**src/rtl/fifo_arb_pkg.sv**
```systemverilog
// Shared types and width helpers for the FIFO write-port arbiter.
// The debug struct uses fixed 4-bit fields because N and MAX_BURST are both capped at 16.
package fifo_arb_pkg;

   typedef enum logic {
      ARB_IDLE  = 1'b0,
      ARB_BURST = 1'b1
   } arb_state_t;

   typedef struct packed {
      arb_state_t state;
      logic [3:0] rr_ptr;
      logic [3:0] beat_cnt;
   } arb_dbg_t;

   // Counter/index width. This is never below 1, so it is safe for N = 2 or MAX_BURST = 1.
   function automatic int clog2_min1(input int v);
      return (v <= 2) ? 1 : $clog2(v);
   endfunction

endpackage

```
**src/rtl/fifo_wr_arbiter_rr_pick.sv**
```systemverilog
// Combinational rotate-priority finder.
// It searches two concatenated copies of req, masked below ptr, so the wrap is implicit.
module rr_pick
   import fifo_arb_pkg::*;
#(
   parameter int N  = 4,
   parameter int IW = 2
) (
   input  logic [N-1:0]  req,
   input  logic [IW-1:0] ptr,
   output logic          any,
   output logic [IW-1:0] idx
);

   logic [2*N-1:0] masked;
   logic [IW:0]    pos;

   always_comb begin
      masked = {req, req} & ({(2*N){1'b1}} << ptr);
      any    = |req;
      pos    = '0;
      for (int i = 2*N-1; i >= 0; i--) begin
         if (masked[i]) pos = (IW+1)'(i);
      end
      // A hit in the upper copy is a wrapped index into the lower copy.
      if (pos >= (IW+1)'(N)) idx = IW'(pos - (IW+1)'(N));
      else                   idx = IW'(pos);
   end

endmodule

```
**src/rtl/fifo_wr_arbiter.sv**
```systemverilog
// Round-robin arbiter sharing one FIFO write port among N valid/ready producers.
// Each grant lasts a bounded burst. Priority rotates past the granted lane on release.
module fifo_wr_arbiter
   import fifo_arb_pkg::*;
#(
   parameter int N         = 4,
   parameter int DW        = 8,
   parameter int MAX_BURST = 4,
   localparam int IW       = clog2_min1(N),
   localparam int BW       = clog2_min1(MAX_BURST)
) (
   input  logic          clk,
   input  logic          rst,
   input  logic [N-1:0]  req_valid,
   input  logic [N*DW-1:0] req_data,
   output logic [N-1:0]  req_ready,
   input  logic          fifo_full,
   output logic          fifo_wen,
   output logic [DW-1:0] fifo_data,
   output logic          grant_valid,
   output logic [IW-1:0] grant_id,
   output arb_dbg_t      dbg
);

   // Handshake: a lane byte moves when req_valid[i] & req_ready[i] at a rising edge.
   // req_ready is asserted only for the granted lane, and only while the FIFO is not full.
   arb_state_t    state_q, state_d;
   logic [IW-1:0] rr_ptr_q, rr_ptr_d;
   logic [IW-1:0] gid_q, gid_d;
   logic [BW-1:0] beat_q, beat_d;

   logic          pick_any;
   logic [IW-1:0] pick_idx;
   logic          sel_valid;
   logic [DW-1:0] sel_data;
   logic          rel;

   rr_pick #(.N(N), .IW(IW)) u_pick (
      .req (req_valid),
      .ptr (rr_ptr_q),
      .any (pick_any),
      .idx (pick_idx)
   );

   always_ff @(posedge clk or posedge rst) begin
      if (rst) begin
         state_q  <= ARB_IDLE;
         rr_ptr_q <= '0;
         gid_q    <= '0;
         beat_q   <= '0;
      end else begin
         state_q  <= state_d;
         rr_ptr_q <= rr_ptr_d;
         gid_q    <= gid_d;
         beat_q   <= beat_d;
      end
   end

   always_comb begin
      state_d   = state_q;
      rr_ptr_d  = rr_ptr_q;
      gid_d     = gid_q;
      beat_d    = beat_q;
      req_ready = '0;
      fifo_wen  = 1'b0;
      fifo_data = '0;
      sel_valid = 1'b0;
      sel_data  = '0;
      rel       = 1'b0;

      for (int i = 0; i < N; i++) begin
         if (gid_q == IW'(i)) begin
            sel_valid = req_valid[i];
            sel_data  = req_data[i*DW +: DW];
         end
      end

      case (state_q)
         ARB_IDLE: begin
            if (pick_any) begin
               state_d = ARB_BURST;
               gid_d   = pick_idx;
               beat_d  = '0;
            end
         end
         ARB_BURST: begin
            for (int i = 0; i < N; i++) begin
               req_ready[i] = (gid_q == IW'(i)) && !fifo_full;
            end
            fifo_wen  = sel_valid && !fifo_full;
            fifo_data = sel_data;
            // A full stall keeps the grant and leaves the beat count unchanged.
            if (!sel_valid) begin
               rel = 1'b1;
            end else if (fifo_wen) begin
               if (beat_q == BW'(MAX_BURST-1)) rel = 1'b1;
               else                            beat_d = beat_q + 1'b1;
            end
            if (rel) begin
               state_d  = ARB_IDLE;
               beat_d   = '0;
               rr_ptr_d = (gid_q == IW'(N-1)) ? '0 : gid_q + 1'b1;
            end
         end
         default: state_d = ARB_IDLE;
      endcase
   end

   assign grant_valid  = (state_q == ARB_BURST);
   assign grant_id     = gid_q;
   assign dbg.state    = state_q;
   assign dbg.rr_ptr   = 4'(rr_ptr_q);
   assign dbg.beat_cnt = 4'(beat_q);

endmodule

```
**config.mk**
```make
export PLATFORM = sky130hd
export DESIGN_NAME = fifo_wr_arbiter
export DESIGN_NICKNAME = d
export VERILOG_FILES = /design/src/rtl/fifo_arb_pkg.sv /design/src/rtl/fifo_wr_arbiter_rr_pick.sv /design/src/rtl/fifo_wr_arbiter.sv
export SDC_FILE = /design/constraint.sdc
export NUM_CORES = 1
export LEC_CHECK = 0
export CAP_MARGIN = 40
export CORE_MARGIN = 4
export CORE_UTILIZATION = 37
export CTS_CLUSTER_SIZE = 16
export DETAILED_ROUTE_END_ITERATION = 16
export PLACE_DENSITY = 0.84
export SLEW_MARGIN = 15
export SYNTH_ARGS = -nofsm -noshare
export SYNTH_HDL_FRONTEND = slang
export SYNTH_SLANG_ARGS = --single-unit
```
**constraint.sdc**
```tcl
create_clock -name clk -period 3.2 [get_ports clk]
set_input_delay 0.32 -clock clk [delete_from_list [all_inputs] [get_ports clk]]
set_output_delay 0.32 -clock clk [all_outputs]
set_load 0.01 [all_outputs]
```
==> metrics <==
Avg Cell Area, Syn=7.75 sq um; Vias=1089; number of enable flip-flop cells after synthesis=0; Worst Tran Pin Value=0.577 ns; worst skew pair latency=0.26 ns; Setup crit end kind=primary output; Primary FF master, synth=dfrtp_1; crit-path cells=inv_1 > ha_1 > and3b_2 > a21oi_1 > o21ai_0 > a22o_1 > clkdlybuf4s50_1; Nets=220; Post-synth ARST share=1.00; crit path kind=flip-flop to primary output; Hold Fails Final Rpt=0; RD Place Congestion=0.971; crit-path max cell delay=0.52 ns; post-place instance area=1500 sq um; pin count of the biggest net entering global routing=21; Resize count post-CTS=0; CP required=2.88 ns; FILL cells=212; FF-to-FF path depth=7; worst hold path type=input pin to async pin; cell family with most CP delay=buffers and inverters; Yosys reg bits=7; Multi-input gate area=664 sq um; CTS Sinks=7; Congestion Overflow GR=0; Unique masters post-synth=37; area delta synth->final=62.8%; Mapped Area=937 sq um; GRT Util Overall=0.182; final critical-path required period=2.79 ns; Setup TNS=0 ns; Slew Limit Headroom=0.615; yosys warns=0; n_diodes=0; CTS clk-pin slew, worst paths=0.05 ns; vias per cell=5.36; final worst slack=0.413 ns; power density cells=785 nW/um^2; Synth area leaders=dfrtp_1, and3b_2, a22o_1; top cells by count, synth=nand2_1, o21ai_0, a21oi_1, a22o_1, and3b_2; Peak Freq=359 MHz; Synth area leader=dfrtp_1; root buffer selected by CTS=clkbuf_4; row cnt=17; DR DRC count=0; Critical Path AT=2.47 ns; slowest stage cell, crit path=ha_1; Iteration-0 DRC Markers=52; Fin Clk Skew=0.00392 ns; MaxCap Viol Count=0; setup repair after global routing missed its margin=no; Synth top area share=0.187; initial antenna violation count=0; initial core utilization=0.404; die area=3400 sq um; htree depth=1; Cells after Synth=121; Final Instance Area=1530 sq um; TritonCTS clock tree=done; register area=175 sq um; crit start category=flip-flop; Finish-stage setup viols=0; WP buf/inv=2; Static Leak=0.000631 uW; Slew Viols, Final=0; CTS Hold Bufs=0; final wirelength=3150 um; Core Footprint=2320 sq um; count of port buffers added during placement=59; sequential share of the synthesized area=0.187; Die Ht=58.3 um; first-pass GRT wire length=4890 um; chip width=58.3 um; Routed Antenna Nets=0; period utilization=0.871; Pre-antenna DRT Iters=4; layout cells sized above 1=0.103; total CTS buffers=3; worst slack at placement=0.685 ns; Critical Path Stages=7; Post-CTS Setup Bufs=0; hpwl dp=2550 um; Max Fanout on Critical Path=20; CTS Buffer Depth=2; VDD IR-drop max=0.000539 V; I/O Pins=64; Routed WL per cell=15.5 um; vias in the first global route=1040; status=completed
-- layer usage --
layer  track usage  part of all wire
met2         0.313              0.46
met4        0.0497            0.0095
met5             0                 0
met1         0.220              0.41
met3        0.0526              0.12
-- power by group --
group,internal [uW],switching [uW]
Sequential,129,60.7
Clock,47.8,36.2
Combinational,500,424
-- through the flow --
stage	hold slack, ns	power, uW	cells	utilization
floorplan	0.123	757	124	-
global placement	0.538	1090	199	0.647
detailed placement	0.556	1120	199	0.647
CTS	0.294	1210	203	0.658
global route	0.320	1300	203	0.658
finish	0.288	1200	203	0.658
-- cell usage in the layout, fill, tap and decap left out, types with 2 or more instances in the layout --
cell type / netlist / final
nor2b_1: 4 / 4
and2_1: 4 / 4
nor2_1: 4 / 4
nand2_1: 13 / 13
ha_1: 5 / 5
and2b_1: 2 / 2
clkbuf_4: 1 / 3
inv_1: 7 / 7
o21ai_0: 13 / 13
clkdlybuf4s50_1: 0 / 59
and3b_2: 8 / 8
nand2b_1: 3 / 3
dfrtp_1: 7 / 7
conb_1: 1 / 4
a22o_1: 8 / 8
a21oi_1: 10 / 10
-- flip-flops by register name, summed over array words and instances (netlist names) --
register	flops
beat_q	2
grant_id	2
grant_valid	1
rr_ptr_q	2
-- worst paths after layout --
kind / to / slack [ns] / startpoint
setup / recovery: fifo_data[2] / 0.41 / grant_id[1]
hold / removal: beat_q[0] / 0.29 / rst
setup reg to reg: rr_ptr_q[1] / 1.01 / grant_id[0]
hold reg to reg: grant_id[1] / 0.56 / grant_id[1]
max in group asynchronous: grant_id[0] / 2.69 / rst
min in group clk: grant_id[1] / 0.56 / grant_id[1]
-- area by class of cell --
cell class	instances	share of cell area
clock buffers	4	0.0172
repair buffers	60	0.392
inverters	7	0.0172
flip-flops and latches	7	0.115
multi-input cells	97	0.436
well taps	28	0.0230
-- kinds of logic (layout without fill, tap and decap cells) --
logic type                 after synthesis  after routing  share of synthesized area
DFF                                      7              7                      0.187
muxes                                    2              2                     0.0267
AOI/OAI and AO/OA                       41             41                      0.304
buffers and inverters                   20             71                      0.116
and+or+nand+nor                         45             45                      0.295
other                                    1              4                    0.00400
adders and majority gates                5              5                     0.0668
Note: power is estimated with default switching activity, not from simulation.
